$ cat src/rtl/rr_mux_pkg.sv
// rtl/rr_mux_pkg.sv - shared types and round-robin search helper for rr_mux_arbiter
package rr_mux_pkg;

    typedef enum logic {ARB, LOCK} arb_state_t;

    localparam int MAX_IN = 16;

    // First requester after ptr, wrapping at n; returns ptr when nothing requests.
    function automatic logic [3:0] next_rr(input logic [MAX_IN-1:0] req,
                                           input logic [3:0] ptr,
                                           input int n);
        logic [3:0] idx;
        logic       found;
        next_rr = ptr;
        found   = 1'b0;
        for (int k = 1; k <= MAX_IN; k++) begin
            if (k <= n) begin
                idx = 4'((int'(ptr) + k) % n);
                if (!found && req[idx]) begin
                    next_rr = idx;
                    found   = 1'b1;
                end
            end
        end
    endfunction

endpackage

$ cat src/rtl/rr_pick.sv
// rtl/rr_pick.sv - combinational round-robin priority picker
module rr_pick
    import rr_mux_pkg::*;
#(
    parameter int NUM_IN = 4,
    parameter int SEL_W  = $clog2(NUM_IN)
) (
    input  logic [NUM_IN-1:0] req,
    input  logic [SEL_W-1:0]  ptr,
    output logic [SEL_W-1:0]  gnt_idx,
    output logic              gnt_any
);

    assign gnt_idx = SEL_W'(next_rr(MAX_IN'(req), 4'(ptr), NUM_IN));
    assign gnt_any = |req;

endmodule

$ cat src/rtl/rr_mux_arbiter.sv
// rtl/rr_mux_arbiter.sv - round-robin valid/ready arbiter with registered mux output and packet lock
module rr_mux_arbiter
    import rr_mux_pkg::*;
#(
    parameter  int NUM_IN   = 4,
    parameter  int DATA_W   = 8,
    parameter  int PKT_LOCK = 1,
    localparam int SEL_W    = $clog2(NUM_IN)
) (
    input  logic                     clock,
    input  logic                     reset,
    input  logic [NUM_IN-1:0]        in_valid,
    input  logic [NUM_IN*DATA_W-1:0] in_data,
    input  logic [NUM_IN-1:0]        in_last,
    output logic [NUM_IN-1:0]        in_ready,
    output logic                     out_valid,
    output logic [DATA_W-1:0]        out_data,
    output logic                     out_last,
    output logic [SEL_W-1:0]         out_sel,
    input  logic                     out_ready
);

    arb_state_t        state;
    logic [SEL_W-1:0]  ptr;
    logic [SEL_W-1:0]  lock_idx;
    logic [SEL_W-1:0]  rr_idx;
    logic [SEL_W-1:0]  gnt;
    logic              rr_any;
    logic              load;
    logic              xfer;
    logic [DATA_W-1:0] sel_data;
    logic              sel_last;

    rr_pick #(
        .NUM_IN (NUM_IN),
        .SEL_W  (SEL_W)
    ) u_pick (
        .req     (in_valid),
        .ptr     (ptr),
        .gnt_idx (rr_idx),
        .gnt_any (rr_any)
    );

    assign load     = !out_valid || out_ready;
    assign gnt      = (state == LOCK) ? lock_idx : rr_idx;
    assign sel_data = in_data[int'(gnt)*DATA_W +: DATA_W];
    assign sel_last = in_last[gnt];
    assign xfer     = |(in_valid & in_ready);

    // While locked, ready stays on the locked channel even if it has stalled.
    always_comb begin
        in_ready = '0;
        if (!reset && load && (state == LOCK || rr_any)) begin
            in_ready[gnt] = 1'b1;
        end
    end

    always_ff @(posedge clock) begin
        if (reset) begin
            out_valid <= 1'b0;
            out_data  <= '0;
            out_last  <= 1'b0;
            out_sel   <= '0;
            ptr       <= SEL_W'(NUM_IN - 1);
            lock_idx  <= '0;
            state     <= ARB;
        end else begin
            if (xfer) begin
                out_valid <= 1'b1;
                out_data  <= sel_data;
                out_last  <= sel_last;
                out_sel   <= gnt;
                ptr       <= gnt;
                if (PKT_LOCK != 0) begin
                    if (state == ARB && !sel_last) begin
                        state    <= LOCK;
                        lock_idx <= gnt;
                    end else if (state == LOCK && sel_last) begin
                        state <= ARB;
                    end
                end
            end else if (out_ready) begin
                out_valid <= 1'b0;
            end
        end
    end

endmodule

$ cat config.mk
export PLATFORM = sky130hd
export DESIGN_NAME = rr_mux_arbiter
export DESIGN_NICKNAME = d
export VERILOG_FILES = /design/src/rtl/rr_mux_pkg.sv /design/src/rtl/rr_pick.sv /design/src/rtl/rr_mux_arbiter.sv
export SDC_FILE = /design/constraint.sdc
export NUM_CORES = 1
export LEC_CHECK = 0
export BUFFER_PORTS_ARGS = -buffer_cell sky130_fd_sc_hd__buf_2
export CAP_MARGIN = 20
export CORE_ASPECT_RATIO = 1.5
export CORE_MARGIN = 2
export CORE_UTILIZATION = 51
export DETAILED_ROUTE_END_ITERATION = 7
export PLACE_DENSITY = 0.91
export SETUP_SLACK_MARGIN = 0.02
export SYNTH_ARGS = -nofsm -noshare
export SYNTH_HDL_FRONTEND = slang
export SYNTH_SLANG_ARGS = --single-unit
$ cat constraint.sdc
create_clock -name clock -period 6.55 [get_ports clock]
set_clock_uncertainty 0.1 [all_clocks]
set_input_delay 1.31 -clock clock [delete_from_list [all_inputs] [get_ports clock]]
set_output_delay 1.31 -clock clock [all_outputs]
set_load 0.05 [all_outputs]
# Word level (Yosys, flattened, before mapping)
# Index checks and enable logic that the tools add are counted.
dict set report classes {
  n_reduce_logical 26
  n_mux 25
  addsub 4
  shifts 1
  n_bitwise 6
  order_cmp 6
}
# op n
set ops {}
lappend ops {{32-bit by 6-bit indexed part select with 8-bit output} 1}
lappend ops {{4-bit by 5-bit < comparator with 1-bit output, second input constant} 4}
lappend ops {{1-bit 2-to-1 mux} 13}
lappend ops {{1-bit binary-select mux with 3-bit select} 4}
lappend ops {{2-bit 2-to-1 mux} 5}
lappend ops {{1-bit logical AND} 8}
lappend ops {{2-bit OR reduction} 4}
lappend ops {{4-bit OR reduction} 2}
lappend ops {{1-bit zero test} 6}
lappend ops {{2-bit by 1-bit adder with 2-bit output, second input constant} 2}
lappend ops {{2-bit adder, second input constant} 2}
lappend ops {{1-bit bitwise AND, first input constant} 4}
lappend ops {{4-bit bitwise AND} 1}
lappend ops {{4-bit 2-to-1 mux} 1}
lappend ops {{2-bit AND reduction} 2}
lappend ops {{2-bit nonzero test} 2}
lappend ops {{2-bit by 3-bit < comparator with 1-bit output, second input constant} 1}
lappend ops {{1-bit binary-select mux with 2-bit select} 1}
lappend ops {{1-bit demux with 2-bit select} 1}
lappend ops {{2-bit by 1-bit >= comparator with 1-bit output, second input constant} 1}
lappend ops {{1-bit logical OR} 2}
lappend ops {{1-bit inverter} 1}
dict set report totals {
  elab_cells 75
  register_bits 17
  in_bits 43
  output_inout_bits 16
}

# Logic depth before layout (Yosys ltp)
dict set report logic_depth {
  depth_word 24
  mapped_depth 11
  ltp_nobuf 9
}

# Cells and area by module
# Synthesis repeated with hierarchy kept, for this count alone.
dict set report unflattened {
  hier_cells 160
  area_unflattened_um2 1126.1
}
# module n_inst seq_area_each_um2 cells_each area_per_inst_um2
set modules_own_cells {}
lappend modules_own_cells {rr_mux_arbiter 1 340.3 146 1053.5}
lappend modules_own_cells {rr_pick 1 0.0 14 72.6}

# Least setup slack after synthesis
# Ideal clock, no wire load.
dict set report synth_timing {
  path_type {input to output}
  start {input in_valid[3]}
  end {output in_ready[1]}
  n_path_buf 2
  setup_slack_ps 1989
  cell_stages 6
  arrival_time_ps 3151
  required_time_ps 5140
  cell_sequence {nor3_1 -> a31oi_1 -> a32o_1 -> buf_4 -> buf_2 -> nor3_1}
}
dict set report synth_via {
  elab_chain_len 18
  elab_cells_between_ends 31
  cone_classes {order compare: 2; mux: 19; reduce/logical: 10}
}
# item line_no
set synth_rtl {}
lappend synth_rtl {{start, declared} rr_mux_arbiter.sv:12} ;# input logic [NUM_IN-1:0] in_valid,
lappend synth_rtl {{1-bit binary-select mux with 3-bit select} rr_mux_pkg.sv:19} ;# if (!found && req[idx]) begin
lappend synth_rtl {{1-bit 2-to-1 mux (not written as such)} rr_mux_pkg.sv:19}
lappend synth_rtl {{1-bit 2-to-1 mux} rr_mux_pkg.sv:19}
lappend synth_rtl {{1-bit zero test} rr_mux_pkg.sv:19}
lappend synth_rtl {{1-bit logical AND} rr_mux_pkg.sv:19}
lappend synth_rtl {{1-bit 2-to-1 mux} rr_mux_pkg.sv:19}
lappend synth_rtl {{1-bit zero test} rr_mux_pkg.sv:19}
lappend synth_rtl {{1-bit logical AND} rr_mux_pkg.sv:19}
lappend synth_rtl {{[... 2 more ...]} --}
lappend synth_rtl {{1-bit logical AND} rr_mux_pkg.sv:19}
lappend synth_rtl {{2-bit 2-to-1 mux} rr_mux_pkg.sv:19}
lappend synth_rtl {{2-bit 2-to-1 mux} rr_mux_arbiter.sv:45} ;# assign gnt = (state == LOCK) ? lock_idx : rr_idx;
lappend synth_rtl {{2-bit by 3-bit < comparator with 1-bit output (not written as such) / 2-bit by 1-bit >= comparator with 1-bit output (equally long branches)} rr_mux_arbiter.sv:54} ;# in_ready[gnt] = 1'b1;
lappend synth_rtl {{1-bit logical AND (not written as such)} rr_mux_arbiter.sv:54}
lappend synth_rtl {{1-bit 2-to-1 mux (not written as such)} rr_mux_arbiter.sv:54}
lappend synth_rtl {{1-bit demux with 2-bit select} rr_mux_arbiter.sv:54}
lappend synth_rtl {{4-bit 2-to-1 mux (*)} rr_mux_arbiter.sv:53} ;# if (!reset && load && (state == LOCK || rr_any)) begin
lappend synth_rtl {{end, declared} rr_mux_arbiter.sv:15} ;# output logic [NUM_IN-1:0] in_ready,
# Mark *: on every way between the ends. The rest lies on a longest branch, timed or not. The select of a mux whose other input is x is not followed.

# Final worst setup path
dict set report layout_timing {
  start {input in_valid[0]}
  end {output in_ready[1]}
}
# The elaborated chain is that of the path after synthesis.

==> impl_metrics.env <==
export IMPL_peakVddDrop_mv=0.3015
export IMPL_gp_congestion=0.8369
export IMPL_cts_sinks=17
export IMPL_synth_seq_cells=17
export IMPL_worstPathArrival_ns=3.20
export IMPL_antenna_found_initial=0
export IMPL_antenna_cells=0
export IMPL_postCtsSetupRepairBufs=0
export IMPL_grt_usage_pct=23.94
export IMPL_grt_overflow_total=0
export IMPL_grt_pass1_vias=1263
export IMPL_dpl_cell_area_sq_mm=0.001574
export IMPL_netlist_instances=130
export IMPL_drv_cap=0
export IMPL_final_cell_mix="58 x buf_2, 17 x dfxtp_1, 14 x inv_1, 10 x a21o_1, 9 x a311oi_1"
export IMPL_power_frac_comb_pct=68.1
export IMPL_clk_latency_ns=0.28
export IMPL_synthArstFlopShare_pct=0
export IMPL_setup_viol_count_final=0
export IMPL_fin_area_sq_mm=0.001600
export IMPL_detail_route_wl_per_cell_microns=16.86
export IMPL_drt_iter0_drc=42
export IMPL_leakagePower_nw=0.8128
export IMPL_post_route_period_util_pct=70.43
export IMPL_synthToLayoutAreaGrowth_pct=20.32
export IMPL_antenna_left=0
export IMPL_hold_violations=0
export IMPL_critical_path_peak_fanout=18
export IMPL_finalCriticalPeriod_ns=4.613
export IMPL_rows=22
export IMPL_tightest_slew_ns=1.111
export IMPL_relSlewSlack_pct=25.78
export IMPL_vias_per_cell=6.385
export IMPL_power_w=0.0007534
export IMPL_pwr_share_clk_pct=7.4
export IMPL_dieArea_sq_mm=0.003041
export IMPL_grt_start_max_net_pins=19
export IMPL_syn_nets=174
export IMPL_seqPwrFrac_pct=24.5
export IMPL_die_w_microns=45.70
export IMPL_drive_above_1_share_pct=41.99
export IMPL_p_switching_w=0.0003984
export IMPL_p_int_w=0.0003550
export IMPL_layout_commonest_cell="buf_2"
export IMPL_ys_seq_area_share_pct=25.59
export IMPL_core_area_sq_mm=0.002450
export IMPL_htreeDepth=1
export IMPL_start_util_pct=54.29
export IMPL_drv_slew=0
export IMPL_pin_count=59
export IMPL_yosysUniqueCellTypes=49
export IMPL_num_vias=1309
export IMPL_max_freq_mhz=216.8
export IMPL_p_per_area_mw_per_mm2=470.8
export IMPL_dr_pass1_iters=4
export IMPL_path_clk_slew_ns=0.10
export IMPL_routed_wl_microns=3456
export IMPL_die_y_microns=66.55
export IMPL_ctsResizeCount=0
export IMPL_cts_hold_buf=0
export IMPL_outcome="completed"
export IMPL_hold_class="register to register"
export IMPL_critPathKind="input port to primary output"
export IMPL_finalNetCount=226
export IMPL_cts_tree="done"
export IMPL_cp_required_ns=5.14
export IMPL_cts_max_path_buffers=2
export IMPL_start_kind="input port"
export IMPL_cts_buffers=3
export IMPL_drc=0
export IMPL_clockRootBuffer="clkbuf_4"
export IMPL_grt_pass1_wl_microns=5506
export IMPL_avgSynthCellArea_sq_um=10.23
export IMPL_end_kind="primary output"
export IMPL_hold_ws_ns=0.3718
export IMPL_tns_ns=0
export IMPL_synth_edf_count=0
export IMPL_place_hpwl_microns=2636
export IMPL_yosysWarnings=0
export IMPL_grt_setup_unrepaired="no"
export IMPL_synthFlopType="dfxtp_1"
export IMPL_swShare_pct=52.89
export IMPL_synth_area_sq_mm=0.001330
export IMPL_port_buffers=58
==> cell families after synthesis <==
kind of cell | synth area share (%)
flip-flops | 25.59
buffers and inverters | 9.689
adder cells (fa/ha/maj) | 0.9406
multiplexers | 19.47
AND/OR/NAND/NOR | 13.83
AO/OA/AOI/OAI | 30.48
==> power groups by stage <==
stage | Combinational, W | Sequential, W | Clock [W]
4_1_cts | 0.000513 | 0.000183 | 0.0000559
3_5_place_dp | 0.000511 | 0.000186 | 0
3_3_place_gp | 0.000493 | 0.000184 | 0
6_report | 0.000513 | 0.000184 | 0.0000559
5_1_grt | 0.000544 | 0.000191 | 0.0000615
2_1_floorplan | 0.000327 | 0.000290 | 0
==> worst max-delay path, cell delays in order <==
cell and delay [ns]:
buf_2 0.16, nor4_1 0.08, a211oi_2 0.95, inv_1 0.20, nor3_1 0.20, buf_2 0.30
==> layout make-up <==
class / count / area [sq um]
clock buffer: 4 / 26.28
fill: 215 / 849.6
inverter: 14 / 52.55
multi-input combinational: 88 / 860.8
sequential: 17 / 340.3
tap: 24 / 30.03
timing repair buffer: 58 / 290.3
==> state kept, by name, indices dropped and copies added, names as in the netlist <==
signal / flops
out_valid: 1
ptr: 2
out_sel: 2
state: 1
out_data: 8
lock_idx: 2
out_last: 1
==> routing by layer <==
metal,vias up,track usage [%],share of wire (%),routed length (microns)
li1,614,-,-,-
met1,624,26.64,38,1313
met2,65,44.72,54,1882
met3,6,1.897,6.0,209
met4,0,8.929,1.5,51
met5,-,0,0,0
==> path summary, 6_finish.rpt <==
kind / start / cells after the start / to / slack (ns)
hold reg to reg: out_sel[1]$_SDFFE_PP0P_ / 2 / out_sel[1]$_SDFFE_PP0P_ / 0.37
setup reg to reg: ptr[1]$_SDFFE_PP1P_ / 8 / state$_SDFFE_PP0P_ / 3.38
hold / removal: out_sel[1]$_SDFFE_PP0P_ / 2 / out_sel[1]$_SDFFE_PP0P_ / 0.37
setup / recovery: in_valid[0] / 6 / in_ready[1] / 1.94
==> cell usage after synthesis, types with 2 or more instances <==
cell type  instances  area, sq um
a211oi_2           3        37.54
a21o_1            10        75.07
a21oi_1            5        25.02
a311oi_1           9        78.83
a31oi_1            3        18.77
a41oi_1            2        17.52
buf_2              4        20.02
buf_6              2        22.52
clkbuf_1           3        11.26
dfxtp_1           17        340.3
inv_1             14        52.55
mux2i_1            3        30.03
mux4_1             6        157.7
mux4_2             2        45.04
nand2_1            5        18.77
nor2_1             6        22.52
nor2b_1            3        18.77
nor3_1             2        10.01
==> through the flow <==
stage,util [%],setup slack (ns),cells
after floorplan,-,1.989,130
after global placement,64.25,2.092,201
after detailed placement,64.25,2.005,201
after CTS,65.32,2.002,205
after global routing,65.32,1.824,205
final,65.32,1.937,205
Note: power is estimated with default switching activity, not from simulation.
